==> config.mk <==
export PLATFORM = sky130hd
export DESIGN_NAME = ysyx22041405_bpu
export DESIGN_NICKNAME = d
export VERILOG_FILES = /design/src/rtl/ysyx22041405_bpu.sv
export SDC_FILE = /design/constraint.sdc
export NUM_CORES = 2
export LEC_CHECK = 0
export BUFFER_PORTS_ARGS = -buffer_cell sky130_fd_sc_hd__clkbuf_2
export CORE_MARGIN = 2
export CORE_UTILIZATION = 45
export CTS_CLUSTER_DIAMETER = 60
export DETAILED_ROUTE_END_ITERATION = 12
export PLACE_DENSITY = 0.69
export SLEW_MARGIN = 5
export SYNTH_ARGS = -nofsm -noshare
export SYNTH_HDL_FRONTEND = slang
export SYNTH_SLANG_ARGS = --single-unit
==> constraint.sdc <==
create_clock -name clk -period 57.1 [get_ports clk]
set_input_delay 0 -clock clk [delete_from_list [all_inputs] [get_ports clk]]
set_output_delay 0 -clock clk [all_outputs]
set_load 0.03 [all_outputs]
==> src/rtl/ysyx22041405_bpu.sv <==
// Fetch-side next-PC unit: owns the fetch PC, predicts the next PC through a direct-mapped
// BTB with 2-bit direction counters, and redirects on execute-stage mispredicts.
module ysyx22041405_bpu #(
    parameter int               WIDTH    = 32,
    parameter int               ENTRIES  = 16,
    parameter logic [WIDTH-1:0] RESET_PC = 32'h8000_0000
) (
    input  logic             clk,
    input  logic             rst,
    input  logic             fetch_ready,
    output logic [WIDTH-1:0] pc,
    output logic             pred_taken,
    output logic [WIDTH-1:0] pred_target,
    input  logic             ex_valid,
    input  logic [WIDTH-1:0] ex_pc,
    input  logic             ex_is_branch,
    input  logic             ex_is_jump,
    input  logic             ex_taken,
    input  logic [WIDTH-1:0] ex_target,
    input  logic             ex_pred_taken,
    input  logic [WIDTH-1:0] ex_pred_target,
    output logic             redirect,
    output logic [WIDTH-1:0] redirect_pc,
    output logic [WIDTH-1:0] br_cnt,
    output logic [WIDTH-1:0] miss_cnt
);
    localparam int IDX = $clog2(ENTRIES);
    localparam int TW  = WIDTH - IDX - 2;
    localparam logic [WIDTH-1:0] FOUR = WIDTH'(4);
    localparam logic [WIDTH-1:0] ONE  = WIDTH'(1);

    logic [WIDTH-1:0] pc_q;
    logic [WIDTH-1:0] br_cnt_q;
    logic [WIDTH-1:0] miss_cnt_q;

    logic             valid_q [ENTRIES];
    logic [TW-1:0]    tag_q   [ENTRIES];
    logic [WIDTH-1:0] tgt_q   [ENTRIES];
    logic             jmp_q   [ENTRIES];
    logic [1:0]       ctr_q   [ENTRIES];

    logic [IDX-1:0]   f_idx;
    logic             f_hit;
    logic [IDX-1:0]   e_idx;
    logic [TW-1:0]    e_tag;
    logic             e_hit;
    logic             resolve;
    logic             act_taken;
    logic [WIDTH-1:0] ex_seq;
    logic [WIDTH-1:0] tgt_clean;
    logic [WIDTH-1:0] correct;
    logic             mispredict;
    logic             alias_miss;

    // Fetch-side lookup reads the pre-edge table contents; there is no write bypass.
    assign f_idx       = pc_q[IDX+1:2];
    assign f_hit       = valid_q[f_idx] && (tag_q[f_idx] == pc_q[WIDTH-1:IDX+2]);
    assign pred_taken  = f_hit && (jmp_q[f_idx] || ctr_q[f_idx][1]);
    assign pred_target = f_hit ? tgt_q[f_idx] : pc_q + FOUR;

    assign e_idx     = ex_pc[IDX+1:2];
    assign e_tag     = ex_pc[WIDTH-1:IDX+2];
    assign e_hit     = valid_q[e_idx] && (tag_q[e_idx] == e_tag);
    assign resolve   = ex_valid && (ex_is_branch || ex_is_jump);
    assign act_taken = ex_is_jump || ex_taken;
    assign ex_seq    = ex_pc + FOUR;
    assign tgt_clean = ex_target & ~ONE;
    assign correct   = act_taken ? tgt_clean : ex_seq;

    assign mispredict = resolve &&
                        ((ex_pred_taken != act_taken) || (act_taken && (ex_pred_target != correct)));
    // A non-control instruction predicted taken means a stale BTB entry aliased onto it.
    assign alias_miss = ex_valid && !ex_is_branch && !ex_is_jump && ex_pred_taken;

    assign redirect    = mispredict || alias_miss;
    assign redirect_pc = alias_miss ? ex_seq : correct;

    assign pc       = pc_q;
    assign br_cnt   = br_cnt_q;
    assign miss_cnt = miss_cnt_q;

    always_ff @(posedge clk or posedge rst) begin
        if (rst) begin
            pc_q <= RESET_PC;
        end else if (redirect) begin
            pc_q <= redirect_pc;
        end else if (fetch_ready) begin
            pc_q <= pred_target;
        end
    end

    always_ff @(posedge clk or posedge rst) begin
        if (rst) begin
            br_cnt_q   <= '0;
            miss_cnt_q <= '0;
        end else begin
            if (resolve && (br_cnt_q != '1)) begin
                br_cnt_q <= br_cnt_q + ONE;
            end
            if (redirect && (miss_cnt_q != '1)) begin
                miss_cnt_q <= miss_cnt_q + ONE;
            end
        end
    end

    always_ff @(posedge clk or posedge rst) begin
        if (rst) begin
            for (int i = 0; i < ENTRIES; i++) begin
                valid_q[i] <= 1'b0;
                tag_q[i]   <= '0;
                tgt_q[i]   <= '0;
                jmp_q[i]   <= 1'b0;
                ctr_q[i]   <= 2'b00;
            end
        end else if (resolve) begin
            if (e_hit) begin
                if (act_taken) begin
                    tgt_q[e_idx] <= tgt_clean;
                    if (ctr_q[e_idx] != 2'b11) begin
                        ctr_q[e_idx] <= ctr_q[e_idx] + 2'b01;
                    end
                end else if (ctr_q[e_idx] != 2'b00) begin
                    ctr_q[e_idx] <= ctr_q[e_idx] - 2'b01;
                end
                jmp_q[e_idx] <= ex_is_jump;
            end else if (act_taken) begin
                valid_q[e_idx] <= 1'b1;
                tag_q[e_idx]   <= e_tag;
                tgt_q[e_idx]   <= tgt_clean;
                jmp_q[e_idx]   <= ex_is_jump;
                ctr_q[e_idx]   <= 2'b10;
            end
        end else if (alias_miss && e_hit) begin
            valid_q[e_idx] <= 1'b0;
        end
    end
endmodule
==> results by group <==
Status
  • Outcome: finished with violations
  • Failing checks: negative hold slack

Layout
  • Fraction of layout cells with a size suffix above 1: 44.50%
  • Non-Filler Instances: 5937
  • Synth-to-Final Area Change: 12.55%
  • Final Instance Area: 0.06337 mm2
  • NumNets Final: 4302
  • Fillers: 10.55k
  • Most frequent cells in the layout: dfrtp_1 (1067), mux2_2 (947), mux4_2 (357)
  • Leading cell type in the layout, fill and taps excluded: dfrtp_1

Synthesis
  • Fraction of registers with async set/reset: 100.0%
  • Synth Flop Type: dfrtp_1
  • FF+latch count, synth: 1072
  • Sequential area share after synthesis: 47.64%
  • Yosys warns: 0
  • Dominant cell type by area after synthesis: dfrtp_1
  • Syn nets: 4161
  • Unique cell type count in the Yosys netlist: 84
  • Synth Instances: 4048
  • Avg Inst Size Synth: 13.91 um2
  • Netlist Area Pre-Place: 0.05631 mm2
  • Synth area leaders: dfrtp_1 (48%), mux2_2 (19%), mux4_2 (14%)
  • Post-synth top area share: 47.60%
  • EDFF count, synth: 0

Critical path
  • CP endpoint: pred_taken
  • Worst Setup End Kind: output port
  • FF-to-FF path depth: 12
  • WP data required: 57.10 ns
  • Reg-to-reg endpoint: pc[3]
  • Crit path from: pc[3]
  • R2R Path Start: pc[3]
  • Worst Path Arrival: 7.13 ns
  • WS Path Type: flip-flop to output port
  • FF-to-FF setup slack: 50.52 ns
  • Worst-path fanout max: 45
  • Startpoint types: flip-flop

Place
  • Inst Count DP: 5642
  • Cell Area, Placed: 0.05867 mm2
  • Port buffer count: 264
  • Routability cong.: 0.9321
  • HPWL Detailed: 111600 um

Timing
  • RSZ-0062 raised after global routing: no
  • Part of the cycle the worst path needs: 12.48%
  • WHS: -0.02337 ns
  • Least-Margin Pin Slew: 1.341 ns
  • Maximum achievable frequency: 140.3 MHz
  • Final setup viols: 0
  • Relative slew slack: 10.31%
  • Final min period: 7.126 ns
  • Final hold vios: 5
  • TNS Setup: 0 ns
  • Final worst clock skew: 0.05167 ns
  • Max-slew violations: 0

Floorplan
  • Starting Density: 45.42%
  • # IOs: 266
  • Row cnt: 129
  • DIE WIDTH: 357.7 um
  • Total core area: 0.1240 mm2
  • Die area: 0.1280 mm2
  • Die Ht: 357.7 um

Global route
  • Largest net degree at the start of global routing: 168
  • Initial antenna violation count: 23
  • Vias in the first global route: 38.03k
  • GR Util All Layers: 27.53%
  • Remaining Overflow, GRT: 0
  • First-pass GRT wire length: 259000 um

Drt
  • DRC Markers: 0
  • Initial DRT Pass Iterations: 5
  • Via count: 38.12k
  • WL/cell: 29.86 um
  • DR vias/cell: 6.421
  • DR iter-0 viols: 4354
  • Detailed Route WL: 177300 um
  • Final ANT Viol Nets: 0

Hold path
  • HP Class: input pin to async pin

Clocking
  • Post-CTS setup buffer count: 0
  • CTS Buffer Depth: 3
  • Max H-tree Level: 3
  • TritonCTS clock tree: built
  • CTS Buf Count: 119
  • Clock Root Buffer: clkbuf_16
  • Clock sink count: 1072
  • Worst-path clk slew: 0.06 ns
  • CTS resizes: 0
  • Worst-skew pair later-pin latency: 0.77 ns

Power
  • PwrDens: 38.88 mW/mm2
  • Peak supply drop: 0.00002836 V
  • LEAKAGE: 0.02753 uW
  • Pwr Total: 2464 uW

Run
  • Max cap viols: 0
[cell usage after synthesis (all sizes together), types with 5 or more instances]
library cell / count
dfrtp: 1071
mux2: 984
mux4: 357
clkbuf: 198
buf: 182
xnor2: 133
mux2i: 132
nor2: 115
a21oi: 109
nand2: 100
nand3: 68
xor2: 65
o21ai: 63
and3: 55
nand4: 44
nor3: 39
inv: 37
a221o: 31
nand2b: 18
nor2b: 18
nor4: 18
a22oi: 17
and4: 16
or3: 14
a31oi: 13
or4: 12
a22o: 11
and2: 11
a211oi: 10
o22ai: 10
ha: 9
o31ai: 8
a221oi: 6
o211ai: 6
o21a: 6
nor3b: 5
[cell type report]
cell class,instances,area (um2),share of cell area (%)
diodes,12,30.03,0.04738
clock buffers,185,3537,5.581
clock inverters,35,509.2,0.8035
inverters,37,146.4,0.2310
multi-input cells,2559,27700,43.71
flip-flops and latches,1072,26840,42.35
well taps,1637,2048,3.232
repair buffers,400,2561,4.041
[stage by stage]
| stage | util [%] | setup WS [ns] |
|---|---|---|
| finish | 51.13 | 49.97 |
| global route | 51.12 | 49.74 |
| CTS | 51.10 | 49.92 |
| detailed placement | 47.33 | 50.52 |
| global placement | 47.33 | 50.56 |
| floorplan | - | 26.92 |
[worst min-delay path by stage]
| stage | endpoint | slack [ns] | cells after the start | start |
|---|---|---|---|---|
| final | tgt_q[211] | -0.02 | 3 | rst |
| after global routing | tgt_q[435] | 0.06 | 3 | rst |
| after CTS | tgt_q[435] | 0.007 | 3 | rst |
| after detailed placement | tgt_q[435] | 0.27 | 2 | rst |
| after global placement | tgt_q[179] | 0.27 | 2 | rst |
| after floorplan | tgt_q[100] | 0.15 | 1 | ex_target[4] |
[sequential cells by signal (all words and copies together) (netlist names), named ones only]
name and count:
tgt_q 496, tag_q 416, br_cnt 32, ctr_q 32
miss_cnt 32, pc 32, jmp_q 16
[worst max-delay path, stage by stage (launching register included)]
cell      delay (ns)
dfrtp_4         0.82
buf_4           0.69
buf_4           0.77
mux4_2          0.59
mux2i_1         0.17
mux2i_1         0.12
xor2_1          0.27
nor4_1          0.71
nand2_1         0.09
or4_2           0.96
buf_4           0.39
nor2_1          0.35
clkbuf_2        0.28
[logic make-up after synthesis]
logic type,count (synthesis),synth area share [%]
adder cells (fa/ha/maj),9,0.2000
AO/OA/AOI/OAI,325,3.811
multiplexers,1473,36.47
AND/OR/NAND/NOR,554,5.362
flip-flops,1072,47.64
buffers and inverters,417,3.438
XOR/XNOR,198,3.080
[per-layer routing]
layer  up-vias  share of wire (%)  track usage [%]
li1      15480                  -                -
met1     20310                 42            39.12
met2      1949                 43            39.33
met3       376                 11            9.379
met4        18                3.6            9.556
met5         -              0.067                0
[where the power goes]
part	leakage [uW]	internal, uW	total (uW)	switching [uW]
registers	0.0136	920	1040	121
logic	0.0120	329	631	302
clock network	0.00197	463	792	329
[timing repair]
item                                    in CTS  in global routing
endpoints found under the setup margin       0                  0
hold buffers                                63                  0
hold endpoints to repair                  1006                  0
(Power assumes the default switching activity.)
